===== src/rtl/aoi21_vector_sequencer.sv =====
// rtl/aoi21_vector_sequencer.sv - exhaustive 8-vector self-test sequencer for one AOI21 cell
//
// Drives the eight {a,b,c} input combinations 000..111 into an AOI21 cell
// (y = ~((a&b)|c)), holds each for SETTLE_CYCLES clocks, samples y_in for one
// CHECK cycle and compares it against the golden value. Reports mismatch count,
// first failing vector, a one-cycle done pulse and a sticky pass flag.
//
// Ports:
//   clk, rst_n        clock (rising edge), asynchronous active-low reset
//   start             begin a run (only honoured in IDLE)
//   y_in              output of the cell under test
//   a_out/b_out/c_out cell inputs, {a,b,c} = current vector
//   busy              run in progress
//   done              one-cycle end-of-run pulse
//   pass              last run had zero mismatches (held until next start)
//   err_count         mismatches in current/last run (0..8)
//   first_fail_vec    {a,b,c} of the first mismatching vector
//   first_fail_valid  first_fail_vec holds a captured value

module aoi21_vector_sequencer #(
    parameter int unsigned SETTLE_CYCLES = 2
) (
    input  logic       clk,
    input  logic       rst_n,
    input  logic       start,
    input  logic       y_in,
    output logic       a_out,
    output logic       b_out,
    output logic       c_out,
    output logic       busy,
    output logic       done,
    output logic       pass,
    output logic [3:0] err_count,
    output logic [2:0] first_fail_vec,
    output logic       first_fail_valid
);

    localparam int unsigned CW = (SETTLE_CYCLES > 1) ? $clog2(SETTLE_CYCLES) : 1;
    localparam logic [CW-1:0] CNT_LAST = CW'(SETTLE_CYCLES - 1);

    typedef enum logic [1:0] {
        S_IDLE   = 2'd0,
        S_SETTLE = 2'd1,
        S_CHECK  = 2'd2,
        S_DONE   = 2'd3
    } state_t;

    state_t        state_q, state_d;
    logic [2:0]    vec_q, vec_d;
    logic [CW-1:0] cnt_q, cnt_d;
    logic [2:0]    abc_q, abc_d;
    logic          busy_q, busy_d;
    logic          done_q, done_d;
    logic          pass_q, pass_d;
    logic [3:0]    err_q, err_d;
    logic [2:0]    ffv_q, ffv_d;
    logic          ffvalid_q, ffvalid_d;

    logic          exp_y;
    logic          mismatch;
    logic [3:0]    err_next;

    assign exp_y = ~((vec_q[2] & vec_q[1]) | vec_q[0]);
    // Case inequality so that an x or z on the sampled cell output is a failure.
    assign mismatch = (y_in !== exp_y);

    always_comb begin
        err_next = err_q;
        if (mismatch && (err_q != 4'd8)) begin
            err_next = err_q + 4'd1;
        end
    end

    always_comb begin
        state_d   = state_q;
        vec_d     = vec_q;
        cnt_d     = cnt_q;
        abc_d     = abc_q;
        busy_d    = busy_q;
        done_d    = 1'b0;
        pass_d    = pass_q;
        err_d     = err_q;
        ffv_d     = ffv_q;
        ffvalid_d = ffvalid_q;

        unique case (state_q)
            S_IDLE: begin
                if (start) begin
                    vec_d     = 3'd0;
                    cnt_d     = '0;
                    // Present vector 000 right away so it gets the full settle window.
                    abc_d     = 3'd0;
                    err_d     = 4'd0;
                    ffv_d     = 3'd0;
                    ffvalid_d = 1'b0;
                    pass_d    = 1'b0;
                    busy_d    = 1'b1;
                    state_d   = S_SETTLE;
                end
            end
            S_SETTLE: begin
                abc_d = vec_q;
                cnt_d = cnt_q + 1'b1;
                if (cnt_q == CNT_LAST) begin
                    state_d = S_CHECK;
                end
            end
            S_CHECK: begin
                err_d = err_next;
                if (mismatch && !ffvalid_q) begin
                    ffv_d     = vec_q;
                    ffvalid_d = 1'b1;
                end
                if (vec_q == 3'd7) begin
                    // done and pass become visible together in the DONE cycle.
                    busy_d  = 1'b0;
                    done_d  = 1'b1;
                    pass_d  = (err_next == 4'd0);
                    state_d = S_DONE;
                end else begin
                    vec_d   = vec_q + 3'd1;
                    abc_d   = vec_q + 3'd1;
                    cnt_d   = '0;
                    state_d = S_SETTLE;
                end
            end
            S_DONE: begin
                state_d = S_IDLE;
            end
            default: begin
                state_d = S_IDLE;
            end
        endcase
    end

    always_ff @(posedge clk or negedge rst_n) begin
        if (!rst_n) begin
            state_q   <= S_IDLE;
            vec_q     <= 3'd0;
            cnt_q     <= '0;
            abc_q     <= 3'd0;
            busy_q    <= 1'b0;
            done_q    <= 1'b0;
            pass_q    <= 1'b0;
            err_q     <= 4'd0;
            ffv_q     <= 3'd0;
            ffvalid_q <= 1'b0;
        end else begin
            state_q   <= state_d;
            vec_q     <= vec_d;
            cnt_q     <= cnt_d;
            abc_q     <= abc_d;
            busy_q    <= busy_d;
            done_q    <= done_d;
            pass_q    <= pass_d;
            err_q     <= err_d;
            ffv_q     <= ffv_d;
            ffvalid_q <= ffvalid_d;
        end
    end

    assign a_out            = abc_q[2];
    assign b_out            = abc_q[1];
    assign c_out            = abc_q[0];
    assign busy             = busy_q;
    assign done             = done_q;
    assign pass             = pass_q;
    assign err_count        = err_q;
    assign first_fail_vec   = ffv_q;
    assign first_fail_valid = ffvalid_q;

endmodule

===== config.mk =====
export PLATFORM = sky130hd
export DESIGN_NAME = aoi21_vector_sequencer
export DESIGN_NICKNAME = d
export VERILOG_FILES = /design/src/rtl/aoi21_vector_sequencer.sv
export SDC_FILE = /design/constraint.sdc
export NUM_CORES = 1
export LEC_CHECK = 0
export ABC_AREA = 0
export CAP_MARGIN = 40
export CORE_MARGIN = 5
export CORE_UTILIZATION = 56
export CTS_CLUSTER_DIAMETER = 40
export CTS_CLUSTER_SIZE = 12
export DETAILED_ROUTE_END_ITERATION = 7
export GPL_TIMING_DRIVEN = 0
export PLACE_DENSITY = 0.9
export SLEW_MARGIN = 20
export SYNTH_ARGS = -nofsm -noshare
export SYNTH_HDL_FRONTEND = slang
export SYNTH_SLANG_ARGS = --single-unit
export TNS_END_PERCENT = 20

===== constraint.sdc =====
create_clock -name clk -period 3.3 [get_ports clk]
set_input_delay 0.66 -clock clk [delete_from_list [all_inputs] [get_ports clk]]
set_output_delay 0.66 -clock clk [all_outputs]
set_load 0.02 [all_outputs]

# == Word level (Yosys, flattened, before mapping) ==
# Index checks and enable logic that the tools add are counted.
# W data, S select, Z words.
# word_totals
ff_bits,20
input_bits,4
out_inout_bits,14
# classes
add_sub_neg,3
eq_ne,11
mux,25
bitwise_logic,3
reduce_logical,13
# op_table
operator,n
$pmux W3 S2,2
$reduce_and A3 Y1,4
$ne A2 B2 Y1 const B,5
$mux W3,3
$pmux W3 S3,1
$mux W1,8
$mux W4,2
$pmux W2 S4,1
$pmux W4 S2,1
$mux W2,3
$pmux W1 S2,3
$add A4 B1 Y4 const B,1
$eq A2 B2 Y1 const B,2
$logic_not A4 Y1,1
$ne A4 B4 Y1 const B,1
$reduce_and A2 Y1,2
$add A3 B1 Y3 const B,1
$eq A3 B3 Y1 const B,1
$pmux W1 S3,1
$reduce_bool A3 Y1,1
$eq A2 B1 Y1 const B,1
$logic_and A1 B1 Y1,2
$logic_not A2 Y1,1
$reduce_bool A2 Y1,1
6 further kinds,6

# == Longest topological paths before layout ==
# Gate-level depths: netlist of the first run.
# depth
depth_word,9
depth_mapped,8
depth_no_buf,7

# == Worst setup path after synthesis of the first run ==
# No wires, ideal clock.
# synth_timing
path_kind,register to register
from,register vec_q[0]
to,register cnt_q
arrival_time_ns,1.750
required_ns,3.175
path_slack_ns,1.426
stages_incl_launch_ff,7
synth_period_minus_slack_ns,1.874
path_cell_list,dfrtp_1 -> ha_1 -> ha_1 -> nand2_1 -> inv_1 -> nor3_2 -> mux2_2
# synth_between
elab_chain_len,3
# synth_rtl
element,line_no,source
"start, declared",49,"logic [2:0] vec_q, vec_d;"
"start signal, assigned",150,vec_q <= vec_d;
$eq A3 B3 Y1,114,if (vec_q == 3'd7) begin
$ne A2 B2 Y1 (no line),--,
$reduce_and A3 Y1 (no line),--,
"end signal, assigned",151,cnt_q <= cnt_d;
"end, declared",50,"logic [CW-1:0] cnt_q, cnt_d;"
# No other way between the ends.
# A chain may end at the register's enable or synchronous reset.

# == Worst setup path in the final report of the first run ==
# Ends and elaborated chain as after synthesis.

==> impl_metrics.yaml, run 1 <==
status:
  outcome: "finished, final reports clean"
sta:
  fin_crit_ps: 2100
  post_route_setup_tns_ps: 0
  timing.max_slew.rel_slack: 0.717
  finalHoldViolations: 0
  timing.final.max_slew_violations: 0
  timing.fmax_ghz: 0.477
  share_of_the_clock_period_used_by_the_worst_path: 0.636
  fin_skew_ps: 1.48
  final_report_setup_violation_count: 0
  grt_setup_unrepaired: "no"
  worst_pin_slew_ps: 424
  final.hold.worst_slack_ps: 508
setup_path:
  worstSetupPathType: "reg -> reg"
  worst_ep_required_time_ps: 3490
  cp.buffers_inverters: 1
  critical_path.most_common_cell: "sky130_fd_sc_hd__ha_1"
  ff2ff_path_depth: 6
  cpPeakStageDelay_ps: 480
  kind_of_cell_adding_the_most_delay_to_the_critical_path: "simple AND/OR/NAND/NOR gates"
  crit_arrival_ps: 2290
  critical_path_cell_count: 6
  start_kind: "register"
  worst_path_max_delay_cell: "sky130_fd_sc_hd__dfrtp_1"
  worstPathCellList: "ha_1 -> ha_1 -> nand2_1 -> inv_1 -> nor3_2 -> mux2_2"
  critPathCaptureType: "register"
  crit_fanout: 7
placed_design:
  placedCellCount: 161
  place_congestion: 0.794
  placement.cell_area_um2: 1340
  io_buffer_count: 17
  post-dp-hpwl_um: 1760
synthesis:
  ys_seq_area_frac: 0.445
  number_of_unique_standard_cell_types_used_by_synthesis: 33
  synth_fp_nets: 129
  number_of_flops_mapped_to_enable_cells_by_yosys: 0
  post-synth-top-count-cell: "sky130_fd_sc_hd__dfrtp_1"
  netlist_top_cells_area: "sky130_fd_sc_hd__dfrtp_1 44%, sky130_fd_sc_hd__ha_1 10%, sky130_fd_sc_hd__o21ai_0 6.7%"
  summed_instance_area_of_the_synthesized_netlist_um2: 1120
  synth_commonest_cells: "20 x sky130_fd_sc_hd__dfrtp_1, 15 x sky130_fd_sc_hd__o21ai_0, 12 x sky130_fd_sc_hd__nand2_1"
  post-synth-top-area-cell: "sky130_fd_sc_hd__dfrtp_1"
  syn_area_per_cell_um2: 9.70
  synthDominantCellAreaShare: 0.445
  post_synth_inst_count: 116
  async_flop_share: 1.00
  synth_top_flop_cell: "sky130_fd_sc_hd__dfrtp_1"
  number_of_flip_flops_and_latches_in_the_synthesized_netlist: 20
  synth-warning-count: 0
detailed_routing:
  antenna_violating_nets_post_route: 0
  drt_total_wl_um: 2270
  dr.first_iter.drc_count: 27
  post_drt_via_cell_ratio: 5.70
  drt-pass1-iter-count: 4
  routedWlPerCell_um: 13.9
  detailed_route_via_count: 934
  drc: 0
global_route:
  first_global_vias: 909
  track_usage: 0.185
  number_of_antenna_violations_at_the_first_check_in_global_routing: 0
  grt_max_degree: 18
  globalRouteOverflowTotal: 0
  grt_pass1_wl_um: 3900
die:
  die-height_um: 54.8
  number_of_rows_in_the_core_area: 16
  io_pins: 18
  die_width_um: 54.8
  die_area_um2: 3000
  floorplan.initialDensity: 0.579
  core_area_um2: 1940
final_layout:
  layout.nets: 152
  stdcell_count: 164
  finalInstanceArea_um2: 1370
  antenna_diode_count: 0
  fill_cells: 144
  final_core_utilization: 0.704
  synthesis_to_layout_area_growth_pct: 21.5
  drive_above_1_share: 0.0803
clocking:
  hold_buffers: 0
  clock_tree_from_tritoncts: "yes"
  clk_pin_slew_worst_paths_ps: 100
  post_cts_resized: 0
  numCtsBuffers: 3
  cts.repair_timing.setup_buffer_count: 0
  htree_levels: 1
  clkSinkCount: 20
  clock_insertion_delay_worst_skew_ps: 300
  clock_root_buffer: "sky130_fd_sc_hd__clkbuf_4"
  clock_path_buffers: 2
power_and_ir_drop:
  ir_worst_vdd_v: 0.000449
  power.static_leakage_nw: 0.619
  pwr_density_cell_nw_per_um2: 731
flow_run:
  number_of_max_capacitance_violations_reported: 0
worst_hold_path:
  holdPathStages: 1
  hold_path_class: "reg -> reg"
cells in the final DEF, fill, tap and decap left out:
| master | netlist | layout |
|---|---|---|
| sky130_fd_sc_hd__dfrtp_1 | 20 | 20 |
| sky130_fd_sc_hd__clkdlybuf4s50_1 | 0 | 17 |
| sky130_fd_sc_hd__o21ai_0 | 15 | 15 |
| sky130_fd_sc_hd__nand2_1 | 12 | 12 |
| sky130_fd_sc_hd__a21oi_1 | 10 | 10 |
| sky130_fd_sc_hd__inv_1 | 9 | 9 |
| sky130_fd_sc_hd__ha_1 | 9 | 9 |
| sky130_fd_sc_hd__nor2_1 | 7 | 7 |
| sky130_fd_sc_hd__nor2b_1 | 3 | 3 |
| sky130_fd_sc_hd__a22o_1 | 3 | 3 |
| sky130_fd_sc_hd__clkbuf_4 | 0 | 3 |
| sky130_fd_sc_hd__a32o_1 | 2 | 2 |
| sky130_fd_sc_hd__nand3_1 | 2 | 2 |
| sky130_fd_sc_hd__mux2i_1 | 2 | 2 |
| sky130_fd_sc_hd__nand4_1 | 2 | 2 |
| sky130_fd_sc_hd__buf_2 | 1 | 1 |
| sky130_fd_sc_hd__nand2b_1 | 1 | 1 |
| sky130_fd_sc_hd__a21oi_2 | 1 | 1 |
| sky130_fd_sc_hd__xor2_2 | 1 | 1 |
| sky130_fd_sc_hd__o21a_4 | 1 | 1 |
| sky130_fd_sc_hd__and3_1 | 1 | 1 |
| sky130_fd_sc_hd__a21o_1 | 1 | 1 |
| sky130_fd_sc_hd__and2_1 | 1 | 1 |
| sky130_fd_sc_hd__o21a_1 | 1 | 1 |
| sky130_fd_sc_hd__o31ai_1 | 1 | 1 |
| sky130_fd_sc_hd__nor3_2 | 1 | 1 |
| sky130_fd_sc_hd__mux2_2 | 1 | 1 |
| sky130_fd_sc_hd__a31oi_1 | 1 | 1 |
| sky130_fd_sc_hd__nor3b_1 | 1 | 1 |
| sky130_fd_sc_hd__xnor2_1 | 1 | 1 |
| sky130_fd_sc_hd__a211oi_1 | 1 | 1 |
| sky130_fd_sc_hd__a41oi_1 | 1 | 1 |
| sky130_fd_sc_hd__o41ai_2 | 1 | 1 |
| sky130_fd_sc_hd__or3_1 | 1 | 1 |
| sky130_fd_sc_hd__nor3_1 | 1 | 1 |
| sky130_fd_sc_hd__buf_8 | 0 | 1 |
path summary, 6_finish.rpt:
path,start,to,slack (ps)
setup / recovery,vec_q[0],cnt_q,1200
hold / removal,first_fail_vec[1],first_fail_vec[1],510
setup reg to reg,vec_q[0],cnt_q,1200
hold reg to reg,first_fail_vec[1],first_fail_vec[1],510
max in group asynchronous,rst_n,state_q[0],2370
min in group asynchronous,rst_n,err_count[3],560
cell type report:
type	instances	area, um2	area share
repair buffers	18	185	0.136
clock buffers	3	22.5	0.0165
plain buffers	1	5.00	0.00366
well taps	27	33.8	0.0247
inverters	9	33.8	0.0247
flip-flops and latches	20	500	0.366
multi-input cells	86	586	0.429
registers in the layout, indices dropped and copies added, names as in the netlist:
register and cells:
err_count 4, abc_q 3, first_fail_vec 3, vec_q 3, busy 1, state_q 2
done 1, pass 1, first_fail_valid 1, cnt_q 1
where the power goes:
| group | leakage [nW] | switching, W | total, W | internal (W) |
|---|---|---|---|---|
| clock network | 0.0138 | 0.0000673 | 0.000110 | 0.0000426 |
| registers | 0.264 | 0.0000675 | 0.000373 | 0.000305 |
| logic | 0.341 | 0.000304 | 0.000517 | 0.000212 |
per-layer routing:
metal  part of all wire  global-route usage  vias to the layer above
met5                  0                   0                        -
li1                   -                   -                      464
met3              0.044              0.0627                        4
met1               0.47               0.231                      440
met4              0.010              0.0622                        0
met2               0.48               0.297                       26
cell families after synthesis:
kind of cell,share of synthesized area
DFF,0.445
muxes,0.0278
AOI/OAI and AO/OA,0.228
and+or+nand+nor,0.142
buffers and inverters,0.0345
adders and majority gates,0.100
xor gates and xnor gates,0.0223
metrics by stage:
step                setup slack, ps  power (W)
floorplan                      1430   0.000725
global placement               1110   0.000858
detailed placement             1030   0.000889
CTS                            1210    0.00100
global route                   1060    0.00109
finish                         1200   0.000999
(Power assumes the default switching activity.)
==> run 2: changes to the inputs <==
Settings changed: CORE_UTILIZATION 56 to 47, PLACE_DENSITY 0.9 to 0.81.
Clock period 3.3 ns to 1.85 ns, I/O delays scaled along.
==> impl_metrics.yaml, run 2 (same netlist as run 1, synthesis figures left out) <==
clocking:
  numCtsBuffers: 3
  clock_root_buffer: "sky130_fd_sc_hd__clkbuf_4"
  clock_insertion_delay_worst_skew_ps: 310
  clkSinkCount: 20
  htree_levels: 1
  clk_pin_slew_worst_paths_ps: 110
  clock_path_buffers: 2
  clock_tree_from_tritoncts: "yes"
setup_path:
  kind_of_cell_adding_the_most_delay_to_the_critical_path: "flip-flops"
  worstPathCellList: "ha_1 -> ha_1 -> nand2_2 -> inv_1 -> nor3_4 -> mux2_2"
  ff2ff_path_depth: 6
  r2r_start: "vec_q[1]"
  crit_arrival_ps: 2050
  worstSetupPathType: "reg -> reg"
  worst_r2r_endpoint: "cnt_q"
  worst_path_max_delay_cell: "sky130_fd_sc_hd__dfrtp_2"
  cpPeakStageDelay_ps: 460
  start_kind: "register"
  reg2reg_slack_ps: 0.1
  worst_ep_required_time_ps: 2050
  cp.buffers_inverters: 1
  critPathCaptureType: "register"
  crit_fanout: 6
  critical_path.most_common_cell: "sky130_fd_sc_hd__ha_1"
sta:
  finalHoldViolations: 0
  worst_pin_slew_ps: 429
  fin_skew_ps: 7.44
  share_of_the_clock_period_used_by_the_worst_path: 1.00
  final_report_setup_violation_count: 0
  grt_setup_unrepaired: "yes"
  timing.final.max_slew_violations: 0
  fin_crit_ps: 1850
  timing.max_slew.rel_slack: 0.713
  timing.fmax_ghz: 0.541
final_layout:
  seqCellArea_um2: 503
  finalInstanceArea_um2: 1480
  drive_above_1_share: 0.182
  layout_commonest_cell: "sky130_fd_sc_hd__dfrtp_1"
  commonest_cells_after_routing_fill_and_taps_aside: "18 x sky130_fd_sc_hd__dfrtp_1, 15 x sky130_fd_sc_hd__clkdlybuf4s50_1, 13 x sky130_fd_sc_hd__o21ai_0, 11 x sky130_fd_sc_hd__nand2_1, 10 x sky130_fd_sc_hd__a21oi_1"
  final_core_utilization: 0.655
  multi_input_area_um2: 626
  largest_register_ffs: 4
  antenna_diode_count: 0
  layout.nets: 157
  fill_cells: 184
  synthesis_to_layout_area_growth_pct: 31.3
global_route:
  globalRouteOverflowTotal: 0
  grt_max_degree: 14
  grt_pass1_wl_um: 4240
  number_of_antenna_violations_at_the_first_check_in_global_routing: 0
  track_usage: 0.158
  first_global_vias: 919
power_and_ir_drop:
  sw_frac_of_total: 0.424
  pwr_density_cell_nw_per_um2: 1370
  share_comb_of_total_power: 0.549
  power.static_leakage_nw: 0.684
  clockPowerShare: 0.126
  pwr-share-seq: 0.325
  internal_power_w: 0.00117
  total_switching_power_w: 0.000861
  ir_worst_vdd_v: 0.000836
detailed_routing:
  antenna_violating_nets_post_route: 0
  dr.first_iter.drc_count: 22
  drt_total_wl_um: 2530
  drc: 0
  drt-pass1-iter-count: 4
  detailed_route_via_count: 945
  post_drt_via_cell_ratio: 5.53
  routedWlPerCell_um: 14.8
die:
  core_area_um2: 2250
  die_width_um: 58.9
  io_pins: 18
  floorplan.initialDensity: 0.499
  number_of_rows_in_the_core_area: 17
  die_area_um2: 3470
  die-height_um: 58.9
status:
  outcome: "finished, final reports clean"
placed_design:
  post-dp-hpwl_um: 1940
  placement.cell_area_um2: 1350
  place_congestion: 0.780
  io_buffer_count: 17
flow_run:
  number_of_max_capacitance_violations_reported: 0
worst_hold_path:
  hold_path_class: "in -> async"
[run 2: changes by cell type in the layout (fill, tap and decap cells not counted), sizes merged]
cell	before	now
clkbuf	3	4
buf	2	7
dlymetal6s2s	0	2
clkdlybuf4s50	17	15
inv	9	8
clkinvlp	0	1
[run 2: routing by layer]
metal  wire [um]  global-route usage
met2        1270               0.257
met3         126              0.0526
met1        1120               0.204
met5           0                   0
met4          13              0.0291
[run 2: worst reg2reg max path, delay by kind of cell (launching register included)]
kind	cells	cell delay, ps
AND/OR/NAND/NOR	2	340
multiplexers	1	350
adder cells (fa/ha/maj)	2	460
flip-flops	1	460
buffers and inverters	1	120
[run 2: how the worst max path moves through the flow]
| stage | start | end | slack [ps] | cells past startpoint |
|---|---|---|---|---|
| final | vec_q[1] | cnt_q | 0.1 | 6 |
| after global routing | vec_q[1] | cnt_q | -30 | 6 |
| after CTS | vec_q[1] | cnt_q | -30 | 6 |
| after detailed placement | vec_q[0] | cnt_q | -190 | 6 |
| after global placement | vec_q[0] | cnt_q | -150 | 6 |
| after floorplan | vec_q[0] | cnt_q | 30 | 6 |
[run 2: layout make-up]
class,count,share of cell area
buffer,1,0.00763
clock buffer,4,0.0246
inverter,9,0.0254
multi-input combinational,86,0.424
sequential,20,0.341
tap,28,0.0237
timing repair buffer,23,0.154
[run 2: metrics by stage]
| stage | power [W] | setup slack, ps | TNS (ps) | hold WS [ps] | instances |
|---|---|---|---|---|---|
| CTS | 0.00192 | -31.0 | -31.0 | 360 | 169 |
| finish | 0.00203 | 0.104 | 0 | 351 | 171 |
| floorplan | 0.00131 | 26.9 | 0 | 74.4 | 116 |
| global route | 0.00219 | -26.6 | -52.4 | 362 | 171 |
| global placement | 0.00155 | -145 | -365 | 476 | 161 |
| detailed placement | 0.00162 | -193 | -922 | 501 | 162 |
[run 2: power by group through the flow]
stage | registers (W) | clock network [W] | logic (W)
6_report | 0.000659 | 0.000256 | 0.00111
3_5_place_dp | 0.000673 | 0 | 0.000948
5_1_grt | 0.000676 | 0.000280 | 0.00123
3_3_place_gp | 0.000659 | 0 | 0.000894
2_1_floorplan | 0.000715 | 0 | 0.000592
4_1_cts | 0.000653 | 0.000260 | 0.00101
[run 2: what timing repair did]
| item | 4_1_cts | 5_1_grt |
|---|---|---|
| hold buffers | 0 | 0 |
| resized for setup | 3 | 16 |
| pin swaps | 1 | 0 |
| endpoints found under the setup margin | 4 | 17 |
| cloned | 0 | 0 |
| buffers inserted | 3 | 2 |
==> run 3: changes to the inputs <==
Settings changed: CORE_MARGIN 5 to unset.
==> impl_metrics.yaml, run 3 (same netlist as run 1, synthesis figures left out) <==
setup_path:
  ff2ff_path_depth: 6
  start_kind: "register"
  crit_fanout: 7
  reg2reg_slack_ps: 90
  r2r_start: "vec_q[0]"
  worst_r2r_endpoint: "cnt_q"
  worstPathCellList: "clkdlybuf4s50_1"
  cpPeakStageDelay_ps: 650
  worst_path_max_delay_cell: "sky130_fd_sc_hd__clkdlybuf4s50_1"
  kind_of_cell_adding_the_most_delay_to_the_critical_path: "buffers and inverters"
  critPathCaptureType: "output port"
  cp.buffers_inverters: 1
  crit_arrival_ps: 1430
  worst_ep_required_time_ps: 1480
  worstSetupPathType: "reg -> out"
sta:
  worst_pin_slew_ps: 376
  timing.max_slew.rel_slack: 0.749
  timing.fmax_ghz: 0.557
  timing.final.max_slew_violations: 0
  share_of_the_clock_period_used_by_the_worst_path: 0.971
  final_report_setup_violation_count: 0
  fin_skew_ps: 2.87
  grt_setup_unrepaired: "no"
  finalHoldViolations: 0
  final.setup.worst_slack_ps: 53.4
  fin_crit_ps: 1800
  final.hold.worst_slack_ps: 259
clocking:
  hold_buffers: 0
  clock_tree_from_tritoncts: "yes"
  clkSinkCount: 20
  numCtsBuffers: 3
  htree_levels: 1
  clock_root_buffer: "sky130_fd_sc_hd__clkbuf_4"
  clk_pin_slew_worst_paths_ps: 100
  clock_path_buffers: 2
  clock_insertion_delay_worst_skew_ps: 300
final_layout:
  drive_above_1_share: 0.145
  synthesis_to_layout_area_growth_pct: 24.0
  largest_register_ffs: 4
  layout_commonest_cell: "sky130_fd_sc_hd__dfrtp_1"
  antenna_diode_count: 0
  commonest_cells_after_routing_fill_and_taps_aside: "19 x sky130_fd_sc_hd__dfrtp_1, 17 x sky130_fd_sc_hd__clkdlybuf4s50_1, 14 x sky130_fd_sc_hd__o21ai_0, 11 x sky130_fd_sc_hd__nand2_1, 10 x sky130_fd_sc_hd__a21oi_1"
  final_core_utilization: 0.625
  layout.nets: 153
detailed_routing:
  drt-pass1-iter-count: 4
  detailed_route_via_count: 925
  antenna_violating_nets_post_route: 0
  drc: 0
  drt_total_wl_um: 2170
  post_drt_via_cell_ratio: 5.57
  routedWlPerCell_um: 13.1
  dr.first_iter.drc_count: 16
power_and_ir_drop:
  total_switching_power_w: 0.000794
  pwr-share-seq: 0.364
  ir_worst_vdd_v: 0.000788
  clockPowerShare: 0.108
  pwr_density_cell_nw_per_um2: 1320
  share_comb_of_total_power: 0.528
  sw_frac_of_total: 0.432
  power.static_leakage_nw: 0.620
  internal_power_w: 0.00104
die:
  number_of_rows_in_the_core_area: 17
  core_area_um2: 2230
  die-height_um: 50.9
  io_pins: 18
  die_width_um: 50.9
  die_area_um2: 2590
  floorplan.initialDensity: 0.504
global_route:
  first_global_vias: 886
  globalRouteOverflowTotal: 0
  grt_pass1_wl_um: 3720
  grt_max_degree: 18
  number_of_antenna_violations_at_the_first_check_in_global_routing: 0
  track_usage: 0.192
status:
  outcome: "finished, final reports clean"
placed_design:
  placement.setup.worst_slack_ps: -162
  io_buffer_count: 17
  post-dp-hpwl_um: 1680
  place_congestion: 0.733
worst_hold_path:
  hold_path_class: "in -> async"
flow_run:
  number_of_max_capacitance_violations_reported: 0
run 3: changes by cell type in the layout (fill, tap and decap cells not counted), moves of 2 or more:
cell and change:
sky130_fd_sc_hd__buf_4 -4, sky130_fd_sc_hd__clkdlybuf4s50_1 +2, sky130_fd_sc_hd__dlymetal6s2s_1 -2, sky130_fd_sc_hd__inv_2 +2
run 3: power by group through the flow:
stage	sequential (W)	clock [W]	combinational, W
2_1_floorplan	0.000715	0	0.000592
3_3_place_gp	0.000661	0	0.000887
3_5_place_dp	0.000674	0	0.000919
4_1_cts	0.000666	0.000201	0.000947
5_1_grt	0.000685	0.000217	0.00109
6_report	0.000668	0.000198	0.000971
run 3: final cells by class:
| cell class | instances | area [um2] |
|---|---|---|
| sequential | 20 | 502 |
| fill | 193 | 838 |
| buffer | 1 | 7.51 |
| clock buffer | 3 | 22.5 |
| multi-input combinational | 86 | 606 |
| timing repair buffer | 19 | 189 |
| inverter | 9 | 33.8 |
| tap | 28 | 35.0 |
run 3: layer usage:
layer  vias up  GRT usage  share of wire
met2        26      0.285           0.47
met4         0     0.0833          0.013
li1        461          -              -
met5         -          0              0
met3         4     0.0506          0.046
met1       434      0.260           0.47
run 3: how the worst max path moves through the flow:
stage                  from           endpoint  slack (ps)  depth (start not counted)
2_1_floorplan      vec_q[0]              cnt_q          30                          6
3_3_place_gp       vec_q[0]              cnt_q        -140                          6
3_5_place_dp       vec_q[0]              cnt_q        -160                          6
4_1_cts          state_q[0]  first_fail_vec[0]         0.2                          7
5_1_grt        err_count[2]       err_count[2]          20                          1
6_report       err_count[2]       err_count[2]          50                          1
run 3: stage by stage:
| step | power, W | instances | instance area, um2 | setup TNS [ps] |
|---|---|---|---|---|
| 3_3_place_gp | 0.00155 | 161 | 1340 | -309 |
| 4_1_cts | 0.00181 | 166 | 1390 | 0 |
| 2_1_floorplan | 0.00131 | 116 | 1130 | 0 |
| 3_5_place_dp | 0.00159 | 162 | 1350 | -516 |
| 5_1_grt | 0.00199 | 166 | 1400 | 0 |
| 6_report | 0.00184 | 166 | 1400 | 0 |
run 3: repair_timing:
action                                  in CTS  in global routing
pin swaps                                    1                  0
buffers inserted                             1                  0
gates resized for setup                      4                  7
endpoints found under the setup margin       2                 13
